## src/rtl/lagarto_v_pkg.sv

```systemverilog
// Shared definitions for the latency control unit: default latency range,
// latency field width, the latency type and a saturating increment helper.
package lagarto_v_pkg;

    // One more than the largest encodable instruction latency (power of two)
    localparam int unsigned DEFAULT_MAX_LATENCY = 32;
    localparam int unsigned DEFAULT_LAT_W       = $clog2(DEFAULT_MAX_LATENCY);

    typedef logic [DEFAULT_LAT_W-1:0] latency_t;

    // Increment that sticks at all-ones instead of wrapping
    function automatic logic [31:0] sat_inc32(input logic [31:0] value);
        return (value == '1) ? value : value + 32'd1;
    endfunction

endpackage

```

## src/rtl/latency_control_unit_counter.sv

```systemverilog
// latency_down_counter: loadable down-counter with synchronous flush and a
// zero flag. Flush beats everything; a non-zero count always decrements, so
// a load is only accepted while the count is already zero.
module latency_down_counter #(
    parameter int unsigned WIDTH = 5
) (
    input  logic             clock_i,
    input  logic             reset_i,
    input  logic             flush_i,
    input  logic             load_i,
    input  logic [WIDTH-1:0] load_value_i,
    output logic [WIDTH-1:0] count_o,
    output logic             zero_o
);

    logic [WIDTH-1:0] count_q;

    // Count register: flush > decrement-while-busy > load-while-idle
    always_ff @(posedge clock_i or posedge reset_i) begin
        if (reset_i) begin
            count_q <= '0;
        end else if (flush_i) begin
            count_q <= '0;
        end else if (count_q != '0) begin
            count_q <= count_q - WIDTH'(1);
        end else if (load_i) begin
            count_q <= load_value_i;
        end
    end

    assign count_o = count_q;
    assign zero_o  = (count_q == '0);

endmodule

```

## src/rtl/latency_control_unit.sv

```systemverilog
// latency_control_unit: freezes the pipeline for L-1 cycles after an
// instruction of latency L >= 2 enters EXE. The latency input is only
// sampled while the pipeline is advancing.
// Optional build macro LCU_STATS_EN adds saturating stall statistics outputs.
module latency_control_unit
    import lagarto_v_pkg::*;
#(
    parameter int unsigned MAX_LATENCY = DEFAULT_MAX_LATENCY,
    localparam int unsigned LAT_W      = $clog2(MAX_LATENCY)
) (
    input  logic             clock_i,
    input  logic             reset_i,
    input  logic             flush_i,
    input  logic [LAT_W-1:0] incoming_latency_i,
    output logic             halt_pipeline_o,
    output logic [LAT_W-1:0] remaining_o
`ifdef LCU_STATS_EN
    ,
    output logic [31:0]      stall_cycles_o,
    output logic [31:0]      stall_events_o
`endif
);

    logic             count_zero;
    logic             load_req;
    logic [LAT_W-1:0] load_value;

    // Latencies 0 and 1 never stall; the counter ignores load while busy
    assign load_req   = count_zero && (incoming_latency_i > LAT_W'(1));
    assign load_value = incoming_latency_i - LAT_W'(1);

    latency_down_counter #(
        .WIDTH (LAT_W)
    ) u_counter (
        .clock_i      (clock_i),
        .reset_i      (reset_i),
        .flush_i      (flush_i),
        .load_i       (load_req),
        .load_value_i (load_value),
        .count_o      (remaining_o),
        .zero_o       (count_zero)
    );

    assign halt_pipeline_o = ~count_zero;

`ifdef LCU_STATS_EN
    // Stall statistics: survive flush, cleared only by reset, saturate
    always_ff @(posedge clock_i or posedge reset_i) begin
        if (reset_i) begin
            stall_cycles_o <= '0;
            stall_events_o <= '0;
        end else begin
            if (halt_pipeline_o) begin
                stall_cycles_o <= sat_inc32(stall_cycles_o);
            end
            if (load_req && !flush_i) begin
                stall_events_o <= sat_inc32(stall_events_o);
            end
        end
    end
`endif

endmodule

```

## config.mk

```make
export PLATFORM = sky130hd
export DESIGN_NAME = latency_control_unit
export DESIGN_NICKNAME = d
export VERILOG_FILES = /design/src/rtl/lagarto_v_pkg.sv /design/src/rtl/latency_control_unit_counter.sv /design/src/rtl/latency_control_unit.sv
export SDC_FILE = /design/constraint.sdc
export NUM_CORES = 1
export LEC_CHECK = 0
export BUFFER_PORTS_ARGS = -buffer_cell sky130_fd_sc_hd__buf_2
export CAP_MARGIN = 0
export CORE_MARGIN = 5
export CORE_UTILIZATION = 25
export DETAILED_ROUTE_END_ITERATION = 16
export SETUP_SLACK_MARGIN = 0.5
export SLEW_MARGIN = 10
export SYNTH_ARGS = -nofsm -noshare
export SYNTH_HDL_FRONTEND = slang
export SYNTH_HIERARCHICAL = 1
export SYNTH_SLANG_ARGS = --single-unit
export TNS_END_PERCENT = 50
```

## constraint.sdc

```tcl
create_clock -name clock_i -period 3.85 [get_ports clock_i]
set_input_delay 0.385 -clock clock_i [delete_from_list [all_inputs] [get_ports clock_i]]
set_output_delay 0.385 -clock clock_i [all_outputs]
set_load 0.005 [all_outputs]
```

==> results.ini <==
[setup_path]
cp_slowest_cell = or4b_4
critPathMaxStageDelay_ps = 540
crit_top_cell = inv_1
path_class = reg2reg
critical_path_arrival_ps = 2480
critPathBufInv = 3
crit_chain = inv_1 > ha_1 > or4b_4 > clkinv_4 > inv_1 > a21oi_1 > nand2_1 > o211a_1 > a211oi_1
crit_path_max_fanout = 7
worst-endpoint-required_ps = 4000
critPathLaunchType = flop
cp_top_family = compound AO/OA/AOI/OAI gates
endpoint_kind = flop

[layout]
finalNetCount = 72
layout_commonest_cell = buf_2
fin_cells = 76
antenna_cells = 0
drive_gt1_frac = 0.367
largest_register_ffs = 5
syn2layout_area_growth_pct = 27.4
final_cell_mix = buf_2, inv_1, a21oi_1, dfrtp_1

[grt]
antenna_found_initial = 0
grt_max_degree = 8
grt_pass1_vias = 384
grt-ovfl-total = 0
grtUsageTotal = 0.0845
grt_pass1_wl_um = 1620

[cts]
clock_latency_ps = 240
cts-root-buf = clkbuf_4
numCtsBuffers = 3
cts.path.max_buffers = 2
cts_tree = built
postCtsSetupBuffers = 0
cts-resized-gates = 0
clkSinkCount = 5
clk_pin_slew_worst_paths_ps = 40
htreeDepth = 1
cts_hold_buf = 0

[drt]
drt-total-wl_um = 875
post_drt_wl_per_cell_um = 11.5
drc_errors = 0
drt_iter0_markers = 10
vias = 376
drtAntennaViolNets = 0
via_per_inst = 4.95
firstDrtPassIters = 3

[placed_design]
gp_congestion = 0.746
dpl.cell_count = 72
io_buffers = 13
hpwlAfterDp_um = 704
dp_slack_ps = 1540

[power_and_ir_drop]
netSwitchingPower_uw = 155
p_clk_frac = 0.170
combPwrFrac = 0.559
seq_power_share = 0.271
powerDensity_mw_per_mm2 = 700
cell_internal_pwr_uw = 208
finalPower_uw = 363
vdd_drop_max_mv = 0.367
swShare = 0.426
power.leakage_uw = 0.000266

[sta]
fin_setup_tns_ps = 0
setup_viol = 0
hold_slack_ps = 31.3
fin_crit_sh = 0.606
worst_slew_margin_rel = 0.672
rsz0062_at_grt = no
skew_ps = 2.43
finalHoldViolations = 0
max_freq_ghz = 0.429
report.final.slew_viol_count = 0
fin_crit_ps = 2330
fin_ws_ps = 1520
worst_pin_slew_ps = 493

[synth]
syn-cell-area_um2 = 407
synth.avg_cell_area_um2 = 9.46
syn_inst = 43
syn_nets = 54
ys_warn_count = 6
seq_area_frac_synth = 0.308
synth_seq_cells = 5
synth_cell_types = 23

[hold_path]
min_path_type = in2async

[floorplan]
core_area_mm2 = 0.00152
die_w_um = 50.3
ioPinCount = 14
die-area_mm2 = 0.00253
die_y_um = 50.3
rows = 14
initial_core_util = 0.267

[run]
cap_violations = 0

[status]
status = finished clean

-- per-stage QoR --
step	utilization	area (um^2)
floorplan	-	407
global placement	0.323	492
detailed placement	0.323	492
CTS	0.340	518
global route	0.340	518
finish	0.340	518
-- cell usage after synthesis --
library cell | count | area [um^2]
nand4b_1 | 1 | 8.76
nor3b_1 | 1 | 7.51
inv_1 | 8 | 30.0
xnor2_1 | 1 | 8.76
o211a_1 | 1 | 10.0
nor3b_2 | 1 | 12.5
o31ai_1 | 1 | 7.51
nand2b_1 | 1 | 6.26
or4b_4 | 1 | 13.8
or4_1 | 1 | 7.51
nor3_2 | 1 | 10.0
o21bai_1 | 1 | 7.51
ha_1 | 3 | 37.5
a21oi_1 | 5 | 25.0
nand2_1 | 1 | 3.75
a221oi_2 | 1 | 15.0
nor3_1 | 2 | 10.0
a311oi_1 | 1 | 8.76
o21ai_2 | 1 | 8.76
xor2_1 | 3 | 26.3
a211oi_1 | 1 | 7.51
dfrtp_1 | 5 | 125
clkinv_4 | 1 | 8.76
-- logic make-up after synthesis --
kind of cell | share of synthesized area
AOI/OAI and AO/OA | 0.222
adders and majority gates | 0.0923
xor gates and xnor gates | 0.0862
and+or+nand+nor | 0.197
DFF | 0.308
buffers and inverters | 0.0954
-- final cells by class --
type / instances / area, um^2
inverter: 9 / 38.8
fill: 169 / 1010
sequential: 5 / 125
multi-input combinational: 29 / 243
timing repair buffer: 13 / 65.1
tap: 16 / 20.0
clock buffer: 4 / 26.3
-- metal layers --
| metal | up-vias | GRT usage | share of wire | wire length, um |
|---|---|---|---|---|
| li1 | 188 | - | - | - |
| met1 | 178 | 0.108 | 0.47 | 407 |
| met2 | 10 | 0.113 | 0.45 | 396 |
| met3 | 0 | 0.0592 | 0.081 | 71 |
| met4 | 0 | 0.0255 | 0 | 0 |
| met5 | - | 0 | 0 | 0 |
-- worst reg2reg max path: cells and delay by family, from the launching register on --
family / cells / cell delay (ps)
buffers and inverters: 3 / 220
flip-flops: 1 / 430
AND/OR/NAND/NOR: 2 / 650
AO/OA/AOI/OAI: 3 / 730
adder cells (fa/ha/maj): 1 / 220
-- power groups by stage --
stage               Clock (uW)  Combinational [uW]  Sequential [uW]
finish                    61.7                 203             98.3
CTS                       65.1                 204             97.7
floorplan                    0                 147             95.0
global route              69.3                 229              104
detailed placement           0                 202             98.5
global placement             0                 201             97.4
-- worst paths after layout --
| path | start | endpoint | slack, ps | cells past startpoint |
|---|---|---|---|---|
| setup reg to reg | u_counter/count_o[0] | u_counter/count_o[1] | 1520 | 9 |
| min in group clock_i | flush_i | u_counter/count_o[0] | 370 | 2 |
| setup / recovery | u_counter/count_o[0] | u_counter/count_o[1] | 1520 | 9 |
| max in group asynchronous | reset_i | u_counter/count_o[0] | 3640 | 2 |
| hold / removal | reset_i | u_counter/count_o[2] | 30 | 2 |
| hold reg to reg | u_counter/count_o[0] | u_counter/count_o[0] | 570 | 1 |
Power figures use the tool's default switching activity.
